<file path="config.mk">
export PLATFORM = sky130hd
export DESIGN_NAME = keypad_scan_fsm
export DESIGN_NICKNAME = d
export VERILOG_FILES = /design/src/rtl/keypad_scan_fsm.sv
export SDC_FILE = /design/constraint.sdc
export NUM_CORES = 1
export LEC_CHECK = 0
export CORE_MARGIN = 2
export CORE_UTILIZATION = 59
export DETAILED_ROUTE_END_ITERATION = 8
export GPL_TIMING_DRIVEN = 0
export PLACE_DENSITY_LB_ADDON = 0.05
export SLEW_MARGIN = 20
export SYNTH_ARGS = -nofsm -noshare
export SYNTH_HDL_FRONTEND = slang
export SYNTH_SLANG_ARGS = --single-unit
</file>
<file path="constraint.sdc">
create_clock -name clk -period 3.6 [get_ports clk]
set_input_delay 1.08 -clock clk [delete_from_list [all_inputs] [get_ports clk]]
set_output_delay 1.08 -clock clk [all_outputs]
set_load 0.02 [all_outputs]
</file>
<file path="src/rtl/keypad_scan_fsm.sv">
// Matrix keypad scanner: one-cold column sweep, ghost rejection, whole-frame debounce, one-entry key buffer popped by next.
// Keys land one cycle after a frame's last sample; a full buffer drops keys and sets overflow. Auto-repeat: KEYPAD_SCAN_REPEAT_EN.
module keypad_scan_fsm #(
  parameter int ROWS        = 4,
  parameter int COLS        = 4,
  parameter int SCAN_DIV    = 50000,
  parameter int DEBOUNCE    = 4,
  parameter int REPEAT_DLY  = 16,
  parameter int REPEAT_RATE = 4,
  localparam int KW = (ROWS * COLS > 1) ? $clog2(ROWS * COLS) : 1
) (
  input  logic            clk,
  input  logic            rst,
  input  logic            next,
  input  logic [ROWS-1:0] row,
  output logic [COLS-1:0] col,
  output logic [KW-1:0]   key_code,
  output logic            key_valid,
  output logic            overflow
);

  localparam int DW   = $clog2(SCAN_DIV);
  localparam int CIW  = (COLS > 1) ? $clog2(COLS) : 1;
  localparam int CW   = $clog2(DEBOUNCE + 1);

  if (ROWS < 1 || COLS < 1 || SCAN_DIV < 3 || DEBOUNCE < 1 || REPEAT_DLY < 1 || REPEAT_RATE < 1) begin : g_bad_cfg
    $error("keypad_scan_fsm: parameter out of range");
  end

  typedef enum logic [1:0] {IDLE, PRESS_DB, HELD, REL_DB} state_t;

  logic [ROWS-1:0] row_s1, row_s2;
  logic            run;
  logic [DW-1:0]   div_cnt;
  logic [CIW-1:0]  col_idx, col_nxt;
  logic [1:0]      acc_hits, col_hits, frame_hits;
  logic [KW-1:0]   acc_code, col_code, frame_code;
  logic            sample, frame_end, cand_vld;
  logic            emit;
  logic [KW-1:0]   emit_code;
  state_t          state;
  logic [KW-1:0]   code;
  logic [CW-1:0]   cnt;

`ifdef KEYPAD_SCAN_REPEAT_EN
  localparam int RMAX = (REPEAT_DLY > REPEAT_RATE) ? REPEAT_DLY : REPEAT_RATE;
  localparam int RW   = (RMAX > 1) ? $clog2(RMAX) : 1;
  // rep counts frames within the current phase: first the initial delay, then each repeat period
  logic [RW-1:0] rep;
  logic          rep_phase;
  logic          rep_hit;
  assign rep_hit = (rep == (rep_phase ? RW'(REPEAT_RATE - 1) : RW'(REPEAT_DLY - 1)));
`endif

  assign sample    = run && (div_cnt == DW'(SCAN_DIV - 1));
  assign frame_end = sample && (col_idx == CIW'(COLS - 1));
  assign col_nxt   = (col_idx == CIW'(COLS - 1)) ? '0 : col_idx + CIW'(1);
  assign cand_vld  = (frame_hits == 2'd1);

  // Pressed-bit tally saturates at 2 so any multi-key frame reads as "many"
  always_comb begin
    col_hits = 2'd0;
    col_code = '0;
    for (int r = 0; r < ROWS; r++) begin
      if (!row_s2[r]) begin
        col_hits = (col_hits == 2'd0) ? 2'd1 : 2'd2;
        col_code = KW'(r * COLS) + KW'(col_idx);
      end
    end
    frame_hits = acc_hits;
    frame_code = acc_code;
    if (col_hits != 2'd0) begin
      frame_hits = (acc_hits == 2'd0) ? col_hits : 2'd2;
      frame_code = col_code;
    end
  end

  always_comb begin
    emit      = 1'b0;
    emit_code = code;
    if (frame_end && cand_vld) begin
      case (state)
        IDLE: begin
          emit      = (DEBOUNCE <= 1);
          emit_code = frame_code;
        end
        PRESS_DB: emit = (frame_code == code) && (cnt == CW'(DEBOUNCE - 1));
`ifdef KEYPAD_SCAN_REPEAT_EN
        HELD: emit = rep_hit;
`endif
        default: emit = 1'b0;
      endcase
    end
  end

  always_ff @(posedge clk or posedge rst) begin
    if (rst) begin
      row_s1    <= '1;
      row_s2    <= '1;
      run       <= 1'b0;
      div_cnt   <= '0;
      col_idx   <= '0;
      col       <= '1;
      acc_hits  <= 2'd0;
      acc_code  <= '0;
      state     <= IDLE;
      code      <= '0;
      cnt       <= '0;
      key_code  <= '0;
      key_valid <= 1'b0;
      overflow  <= 1'b0;
`ifdef KEYPAD_SCAN_REPEAT_EN
      rep       <= '0;
      rep_phase <= 1'b0;
`endif
    end else begin
      row_s1 <= row;
      row_s2 <= row_s1;

      if (!run) begin
        run <= 1'b1;
        col <= ~COLS'(1);
      end else if (sample) begin
        div_cnt <= '0;
        col_idx <= col_nxt;
        col     <= ~(COLS'(1) << col_nxt);
        if (frame_end) begin
          acc_hits <= 2'd0;
          acc_code <= '0;
        end else begin
          acc_hits <= frame_hits;
          acc_code <= frame_code;
        end
      end else begin
        div_cnt <= div_cnt + DW'(1);
      end

      if (frame_end) begin
        case (state)
          IDLE: begin
            if (cand_vld) begin
              code <= frame_code;
              if (DEBOUNCE <= 1) begin
                state <= HELD;
                cnt   <= '0;
`ifdef KEYPAD_SCAN_REPEAT_EN
                rep       <= '0;
                rep_phase <= 1'b0;
`endif
              end else begin
                state <= PRESS_DB;
                cnt   <= CW'(1);
              end
            end
          end
          PRESS_DB: begin
            if (cand_vld && frame_code == code) begin
              if (cnt == CW'(DEBOUNCE - 1)) begin
                state <= HELD;
                cnt   <= '0;
`ifdef KEYPAD_SCAN_REPEAT_EN
                rep       <= '0;
                rep_phase <= 1'b0;
`endif
              end else begin
                cnt <= cnt + CW'(1);
              end
            end else begin
              state <= IDLE;
              cnt   <= '0;
            end
          end
          HELD: begin
            if (!cand_vld) begin
              state <= (DEBOUNCE <= 1) ? IDLE : REL_DB;
              cnt   <= (DEBOUNCE <= 1) ? '0 : CW'(1);
            end
`ifdef KEYPAD_SCAN_REPEAT_EN
            else if (rep_hit) begin
              rep       <= '0;
              rep_phase <= 1'b1;
            end else begin
              rep <= rep + RW'(1);
            end
`endif
          end
          REL_DB: begin
            if (!cand_vld) begin
              if (cnt == CW'(DEBOUNCE - 1)) begin
                state <= IDLE;
                cnt   <= '0;
              end else begin
                cnt <= cnt + CW'(1);
              end
            end else begin
              // Repeat counter is left untouched so a bounce back to HELD resumes it
              state <= (frame_code == code) ? HELD : IDLE;
              cnt   <= '0;
            end
          end
          default: state <= IDLE;
        endcase
      end

      if (emit && (!key_valid || next)) begin
        key_code  <= emit_code;
        key_valid <= 1'b1;
        overflow  <= 1'b0;
      end else if (emit) begin
        overflow <= 1'b1;
      end else if (next && key_valid) begin
        key_valid <= 1'b0;
        overflow  <= 1'b0;
      end
    end
  end

endmodule

</file>
# Word level (Yosys, flattened, before mapping)
# Index checks and enable logic that the tools add are counted.
dict set report classes {
  n_mux 43
  n_eq_ne 14
  bitwise_logic 1
  shift 1
  n_reduce_logical 22
  n_addsub 6
}
# op count
set ops {}
lappend ops {{2-bit two-way mux} 18}
lappend ops {{4-bit two-way mux} 9}
lappend ops {{16-bit by 1-bit adder with 16-bit output, second input constant} 1}
lappend ops {{16-bit equality test, second input constant} 1}
lappend ops {{16-bit two-way mux} 1}
lappend ops {{3-bit two-way mux} 5}
lappend ops {{3-bit case mux with 4 select lines} 1}
lappend ops {{2-bit logical NOT} 5}
lappend ops {{1-bit two-way mux} 8}
lappend ops {{2-bit case mux with 4 select lines} 1}
lappend ops {{1-bit logical AND} 7}
lappend ops {{2-bit equality test, second input constant} 3}
lappend ops {{3-bit inequality test, second input constant} 2}
lappend ops {{3-bit AND reduction} 2}
lappend ops {{5-bit AND reduction} 1}
lappend ops {{3-bit by 2-bit adder with 4-bit output, first input constant} 1}
lappend ops {{3-bit by 3-bit adder with 4-bit output, first input constant} 1}
lappend ops {{4-bit by 2-bit adder with 4-bit output, first input constant} 1}
lappend ops {{2-bit by 1-bit equality test with 1-bit output, second input constant} 2}
lappend ops {{4-bit equality test} 1}
lappend ops {{2-bit by 1-bit inequality test with 1-bit output, second input constant} 2}
lappend ops {{2-bit inequality test, second input constant} 2}
lappend ops {{4-bit inverter} 1}
lappend ops {{2-bit AND reduction} 2}
lappend ops {{other kinds (8)} 9}
dict set report word_totals {
  regBits 52
  word_cells 101
  output_inout_bits 10
  inputBits 7
}

# Longest topological paths before layout
# Gate-level depths: netlist (run 1).
dict set report logic_depth {
  ltp_word 19
  depth_mapped 10
  mapped_depth_nobuf 8
}

# Worst setup path after synthesis (run 1)
# OpenSTA, ideal clock, no wires.
dict set report synth_timing {
  path_type {register to register}
  from {reg row_s2[0]}
  to {reg key_code[3]}
  path_stages_with_launch 11
  path_buffers 2
  setup_ps 128
  t_required_ps 3472
  t_arrival_ps 2637
  path_slack_ps 836
  synth_period_minus_slack_ps 2764
  path_cell_list {dfstp_2 -> inv_1 -> ha_1 -> buf_2 -> nor2_1 -> a41oi_1 -> a221oi_2 -> and4bb_1 -> buf_4 -> mux2_1 -> mux2_1}
}
dict set report synth_between {
  elab_chain_cells 17
  word_cells_on_any_way 27
  classes_between {eq/ne (2); mux (18); reduce/logical (7)}
}
# element line_no
set synth_lines {}
lappend synth_lines {{start, declared} 32} ;# logic [ROWS-1:0] row_s1, row_s2;
lappend synth_lines {{start signal, assigned} 118} ;# row_s2 <= row_s1;
lappend synth_lines {{1-bit two-way mux} 65} ;# if (!row_s2[r]) begin
lappend synth_lines {{2-bit logical NOT} 66} ;# col_hits = (col_hits == 2'd0) ? 2'd1 : 2'd2;
lappend synth_lines {{2-bit two-way mux} 66}
lappend synth_lines {{2-bit two-way mux} 65}
lappend synth_lines {{2-bit logical NOT} 66}
lappend synth_lines {{2-bit two-way mux} 66}
lappend synth_lines {{2-bit two-way mux} 65}
lappend synth_lines {{2-bit logical NOT} 66}
lappend synth_lines {{2-bit two-way mux} 66}
lappend synth_lines {{2-bit two-way mux} 65}
lappend synth_lines {{2-bit nonzero test} 72} ;# if (col_hits != 2'd0) begin
lappend synth_lines {{4-bit two-way mux} 72}
lappend synth_lines {{4-bit equality test} 87} ;# PRESS_DB: emit = (frame_code == code) && (cnt == CW'(DEBOUNCE - 1));
lappend synth_lines {{1-bit logical AND} 87}
lappend synth_lines {{1-bit two-way mux} 82} ;# case (state)
lappend synth_lines {{1-bit two-way mux} 81} ;# if (frame_end && cand_vld) begin
lappend synth_lines {{1-bit logical AND} 205} ;# if (emit && (!key_valid || next)) begin
lappend synth_lines {{end signal, assigned} 206} ;# key_code <= emit_code;
lappend synth_lines {{end, declared} 17} ;# output logic [KW-1:0] key_code,
# Parallel ways exist; a longest one is shown, timed or not.
# A chain may end at the register's enable or synchronous reset.

# Worst setup path after layout (run 1)
dict set report layout_timing {
  from {reg row_s2[1]}
  to {reg key_code[3]}
}
dict set report layout_between {
  elab_chain_cells 14
  word_cells_on_any_way 23
  classes_between {eq/ne (2); mux (15); reduce/logical (6)}
}
# element line_no
set layout_lines {}
lappend layout_lines {{2-bit two-way mux} 65}
lappend layout_lines {{2-bit logical NOT} 66}
lappend layout_lines {{2-bit two-way mux} 66}
lappend layout_lines {{2-bit two-way mux} 65}
lappend layout_lines {{2-bit logical NOT} 66}
lappend layout_lines {{2-bit two-way mux} 66}
lappend layout_lines {{2-bit two-way mux} 65}
lappend layout_lines {{2-bit nonzero test} 72}
lappend layout_lines {{4-bit two-way mux} 72}
lappend layout_lines {{4-bit equality test} 87}
lappend layout_lines {{1-bit logical AND} 87}
lappend layout_lines {{1-bit two-way mux} 82}
lappend layout_lines {{1-bit two-way mux} 81}
lappend layout_lines {{1-bit logical AND} 205}
# Parallel ways exist; a longest one is shown, timed or not.

==> results of run 1 <==
## flip-flops by register name (all words and copies together) (netlist names), named ones only
name,cells
div_cnt,16
acc_code,4
code,4
col,4
key_code,4
row_s1,4
row_s2,4
cnt,3
acc_hits,2
col_idx,2
key_valid,1
overflow,1
run,1
state,1
## metal layers
metal	wire (um)	up-vias
met1	2510	986
met2	2530	36
met3	214	6
li1	-	999
met5	0	-
met4	63	0
## power by group
part           leakage, nW  internal (mW)  switching [mW]
logic                0.672         0.0571          0.0661
clock network       0.0548          0.210           0.202
registers            0.672          0.622          0.0402
total                 1.40          0.889           0.308
## logic make-up (layout without fill, tap and decap cells)
family / count (synthesis) / in the layout
other: 1 / 1
and+or+nand+nor: 103 / 103
muxes: 11 / 11
AOI/OAI and AO/OA: 53 / 53
DFF: 52 / 52
adders and majority gates: 8 / 8
buffers and inverters: 28 / 53
xor gates and xnor gates: 14 / 14
## area by class of cell
cell class	instances	area, um2
inverters	18	67.6
multi-input cells	190	1310
well taps	52	65.1
clock buffers	5	68.8
repair buffers	17	180
fillers	367	1310
clock inverters	3	46.3
flip-flops and latches	52	1320
plain buffers	10	45.0
## cell usage in the layout, fill, tap and decap left out, types with 2 or more instances in the layout
cell type and n:
dfrtp_1 40, nor2_1 19, nand2_1 18, inv_1 17, clkdlybuf4s50_1 16, a21oi_1 15, dfstp_2 12, o21ai_0 9
nor2b_1 9, nand4_1 8, and3_1 8, xor2_1 8, ha_1 8, nand3_1 7, mux2i_1 6, xnor2_1 6
clkbuf_1 5, and2_1 5, a31oi_1 5, clkbuf_8 5, nand2b_1 4, o31ai_1 4, buf_2 3, or3_1 3
mux2_2 3, a21o_1 3, o21ai_1 2, or3b_1 2, nand4bb_1 2, nor4_1 2, a211o_1 2, and4_1 2
and3b_1 2, o22ai_1 2, o211a_1 2, nor3b_1 2, mux2_1 2
## worst reg2reg max path: cells and delay by family, from the launching register on
family,cells,cell delay (ns)
AO/OA/AOI/OAI,2,0.72
adder cells (fa/ha/maj),1,0.29
buffers and inverters,3,0.39
flip-flops,1,0.59
multiplexers,2,0.64
AND/OR/NAND/NOR,2,0.36
## worst min path at each step
| stage | start | to | slack, ns | cells after the start |
|---|---|---|---|---|
| 2_1_floorplan | row_s1[0]$_DFF_PP1_ | row_s2[0]$_DFF_PP1_ | 0.35 | 0 |
| 3_3_place_gp | row_s1[1]$_DFF_PP1_ | row_s2[1]$_DFF_PP1_ | 0.35 | 0 |
| 3_5_place_dp | row_s1[2]$_DFF_PP1_ | row_s2[2]$_DFF_PP1_ | 0.35 | 0 |
| 4_1_cts | row_s1[2]$_DFF_PP1_ | row_s2[2]$_DFF_PP1_ | 0.36 | 0 |
| 5_1_grt | row_s1[3]$_DFF_PP1_ | row_s2[3]$_DFF_PP1_ | 0.36 | 0 |
| 6_report | row_s1[2]$_DFF_PP1_ | row_s2[2]$_DFF_PP1_ | 0.36 | 0 |
## cells in the mapped netlist (2+ instances only)
library cell / count
a211o_1: 2
a21o_1: 3
a21oi_1: 15
a31oi_1: 5
and2_1: 5
and3_1: 8
and3b_1: 2
and4_1: 2
buf_2: 3
clkbuf_1: 5
dfrtp_1: 40
dfstp_2: 12
ha_1: 8
inv_1: 18
mux2_1: 2
mux2_2: 3
mux2i_1: 6
nand2_1: 18
nand2b_1: 4
nand3_1: 7
nand4_1: 8
nand4bb_1: 2
nor2_1: 19
nor2b_1: 9
nor3b_1: 2
nor4_1: 2
o211a_1: 2
o21ai_0: 9
o21ai_1: 2
o22ai_1: 2
o31ai_1: 4
or3_1: 3
or3b_1: 2
xnor2_1: 6
xor2_1: 8
==> out/qor.csv, run 1 <==
metric;value;unit
regToRegSetupSlack;0.52;ns
tightest_slew;0.621;ns
rr_endpoint;key_code[3]$_DFFE_PP0P_;
synth_compound_area_share;12.9;%
final_nets;309;
ios;17;
dp_hpwl;3750;um
h-tree-depth;2;
hold_class;reg -> reg;
first_global_vias;1960;
async_flop_share;100;%
drv_slew;0;
post_cts_buffers;0;
crit_type;reg -> reg;
grtUsageMet3;4.44;%
status;finished, final reports clean;
ir_drop;237;uV
synthAdderAreaFrac;3.65;%
synth_top_family_by_area;simple AND/OR/NAND/NOR gates;
synth_fp_nets;285;
dr.pass1.iters;4;
rsz0062_at_grt;no;
dpl-instance-area;2990;um2
yosys_warnings;0;
grt_pass1_wl;9290;um
crit_path_start_kind;flop;
synth_xor_xnor_area_share;4.47;%
grt.total_usage;23.0;%
die_w;72.2;um
pre_cts_ws;0.557;ns
antenna_found_initial;0;
fin_crit_sh;85.6;%
fin_area;3100;um2
worstPathCellList;inv_1 > ha_1 > buf_2 > nor2_1 > a41oi_1 > a221oi_2 > and4bb_1 > buf_4 > mux2_1 > mux2_1;
dieHeight;72.2;um
worst_path_largest_cell_delay;0.59;ns
routed-via-count;2027;
dieArea;5210;um2
required;3.81;ns
fin_crit;3.08;ns
io_buffers;16;
end_kind;flop;
layout_setup_ws;0.520;ns
arrival;3.29;ns
slew_headroom;58.6;%
synth_top_area_cell;dfrtp_1;
initialDrtViolationCount;130;
fin_skew;0.0138;ns
critical_path.endpoint;key_code[3]$_DFFE_PP0P_;
reg2reg_from;row_s2[1]$_DFF_PP1_;
netlist_area;2740;um2
synth_edf_count;0;
core-area;4410;um2
cp-startpoint;row_s2[1]$_DFF_PP1_;
cpMaxStageDelayCell;dfstp_2;
synthTopCellsByArea;dfrtp_1 (37%), dfstp_2 (12%), ha_1 (3.7%);
cts_resized;0;
ys.flop_type;dfrtp_1;
critPathMostFrequentCell;mux2_1;
synth.area.mux_share;4.24;%
final-setup-viol-count;0;
path_buf_inv;3;
layout.cells.non_filler;347;
path_clk_slew;0.10;ns
met2_usage;36.2;%
drive_gt1_share;12.2;%
met1_usage;32.7;%
power.leakage;1.40;nW
cts_buffers;5;
clk_latency;0.31;ns
synth-seq-area-share;48.0;%
wire_per_inst;15.3;um
viasPerCell;5.84;
totalWireLength;5320;um
synth_cell_types;57;
fin_hold_ws;0.360;ns
synth_top_area_share;36.5;%
busiest_layer;met2;
fin_util;70.3;%
syn_avg_cell_area;10.2;um2
diodes;0;
syn_to_final_growth;13.1;%
cts_tree;built;
hold_viol;0;
crit_fanout;10;
total_power;1.20;mW
cts_max_path_buffers;2;
grt_overflow;0;
critPathTopFamily;compound AO/OA/AOI/OAI gates;
grt_max_degree;28;
gp_congestion;0.818;
rows;24;
postSynthCellCount;270;
place.detailed.instances;339;
drc;0;
cts-root-buf;clkbuf_8;
ys_seq_elements;52;
clock.fmax;0.325;GHz
fin_setup_tns;0;ns
synthSimpleGateAreaFrac;22.5;%
cts.sinks;52;
ff2ff_path_depth;10;
path_depth;10;
p_per_area;386;nW/um2
cts_hold_buffers;0;
max_cap_viol_count;0;
start_util;62.1;%
ant_nets;0;
Note: power is estimated with default switching activity, not from simulation.
==> inputs of run 2 (changes only) <==
CORE_UTILIZATION = 55   (was 59)
CTS_CLUSTER_DIAMETER = 150   (was default)
GPL_ROUTABILITY_DRIVEN = 0   (was default)
==> run 2 against run 1 <==
Effect of this change:
- clock-buffer cell count up 1
- fmax up 1.1%
- clock skew down 0.0034 ns
- clock power down 11%
- non-clock buffer count unchanged
- combinational power about the same
- routed wire length down 3.8%
- utilization down 5.0 points
- sequential cell count unchanged
- register-to-register slack better by 0.03 ns
- highest routed layer unchanged
==> out/qor.csv, run 2 (same netlist as run 1, synthesis figures left out) <==
metric;value;unit
largest_reg_flops;16;
rr_endpoint;key_code[3]$_DFFE_PP0P_;
drc;0;
fin_setup_tns;0;ns
routed-via-count;1988;
arrival;3.25;ns
cts.sinks;52;
cts-root-buf;clkbuf_8;
hold_viol;0;
layout_setup_ws;0.552;ns
fin_crit_sh;84.7;%
slew_headroom;61.6;%
grt_pass1_wl;8890;um
core-area;4750;um2
wire_per_inst;14.1;um
die_w;74.6;um
fin_area;3100;um2
grt_max_degree;28;
seqCellArea;1320;um2
multi_input_area;1310;um2
fill_cells;395;
regMostFlops;div_cnt;
start_util;57.7;%
initialDrtViolationCount;104;
fin_util;65.2;%
path_clk_slew;0.10;ns
pre_cts_ws;0.555;ns
final-setup-viol-count;0;
dp_hpwl;3660;um
clk_latency;0.32;ns
cts_max_path_buffers;2;
first_global_vias;1916;
clock.fmax;0.328;GHz
status;finished, final reports clean;
viasPerCell;5.49;
grt.total_usage;20.8;%
tightest_slew;0.575;ns
ios;17;
h-tree-depth;2;
cts_resized;0;
regToRegSetupSlack;0.55;ns
final_nets;309;
total_power;1.15;mW
max_cap_viol_count;0;
dr.pass1.iters;4;
cts_buffers;5;
ir_drop;236;uV
syn_to_final_growth;13.1;%
antenna_found_initial;0;
final_common_cell;dfrtp_1;
layout_common_cells;dfrtp_1 (40), nor2_1 (19), nand2_1 (18), inv_1 (17), clkdlybuf4s50_1 (16);
post_cts_buffers;0;
fin_crit;3.05;ns
dieHeight;74.6;um
cts_hold_buffers;0;
crit_fanout;10;
critical_path.endpoint;key_code[3]$_DFFE_PP0P_;
ff2ff_path_depth;10;
end_kind;flop;
power.leakage;1.39;nW
grt_overflow;0;
required;3.80;ns
cts_tree;built;
dpl-instance-area;3010;um2
fin_skew;0.0104;ns
totalWireLength;5120;um
drv_slew;0;
dieArea;5570;um2
diodes;0;
drive_gt1_share;12.2;%
crit_type;reg -> reg;
p_per_area;370;nW/um2
rows;25;
ant_nets;0;
hold_class;reg -> reg;
reg2reg_from;row_s2[0]$_DFF_PP1_;
io_buffers;16;
crit_path_start_kind;flop;
rsz0062_at_grt;no;
cp-startpoint;row_s2[0]$_DFF_PP1_;
[run 2: cell types whose count changed in the layout (fill, tap and decap cells not counted), sizes merged]
cell	change
bufinv	-1
clkbuf	+1
clkinv	+1
clkinvlp	-1
[run 2: metal layers]
layer / track usage (%) / vias to the layer above / wire length (um)
li1: - / 1011 / -
met1: 30.3 / 938 / 2590
met2: 32.2 / 33 / 2320
met3: 3.25 / 6 / 144
met4: 6.94 / 0 / 57
met5: 0 / - / 0
[run 2: area by class of cell]
type                       count  area share (%)
buffer                        10            1.45
clock buffer                   6            2.66
clock inverter                 2           0.444
inverter                      18            2.18
multi-input combinational    190            42.3
sequential                    52            42.4
tap                           67            2.70
timing repair buffer          17            5.81
[run 2: critical path, cell delays in order, from the launching register on]
cell and delay (ns):
dfstp_2 0.56, inv_1 0.04, ha_1 0.30, buf_2 0.18
nor2_1 0.09, a41oi_1 0.19, a221oi_2 0.53, and4bb_1 0.27
buf_4 0.14, mux2_1 0.33, mux2_1 0.29
[run 2: report_power, final]
part	internal (mW)	switching [mW]	total, mW
logic	0.0573	0.0663	0.124
registers	0.622	0.0383	0.661
clock network	0.158	0.207	0.365
total	0.837	0.311	1.15
[run 2: how the worst min path moves through the flow]
stage	slack, ns	cells past startpoint	end	startpoint
floorplan	0.35	0	row_s2[0]$_DFF_PP1_	row_s1[0]$_DFF_PP1_
global placement	0.35	0	row_s2[3]$_DFF_PP1_	row_s1[3]$_DFF_PP1_
detailed placement	0.35	0	row_s2[2]$_DFF_PP1_	row_s1[2]$_DFF_PP1_
CTS	0.36	0	row_s2[3]$_DFF_PP1_	row_s1[3]$_DFF_PP1_
global route	0.36	0	row_s2[0]$_DFF_PP1_	row_s1[0]$_DFF_PP1_
finish	0.36	0	row_s2[2]$_DFF_PP1_	row_s1[2]$_DFF_PP1_
[run 2: per-stage QoR]
| stage | hold WS [ns] | instances |
|---|---|---|
| 3_5_place_dp | 0.347 | 354 |
| 2_1_floorplan | 0.345 | 270 |
| 5_1_grt | 0.364 | 362 |
| 3_3_place_gp | 0.346 | 353 |
| 6_report | 0.360 | 362 |
| 4_1_cts | 0.361 | 362 |
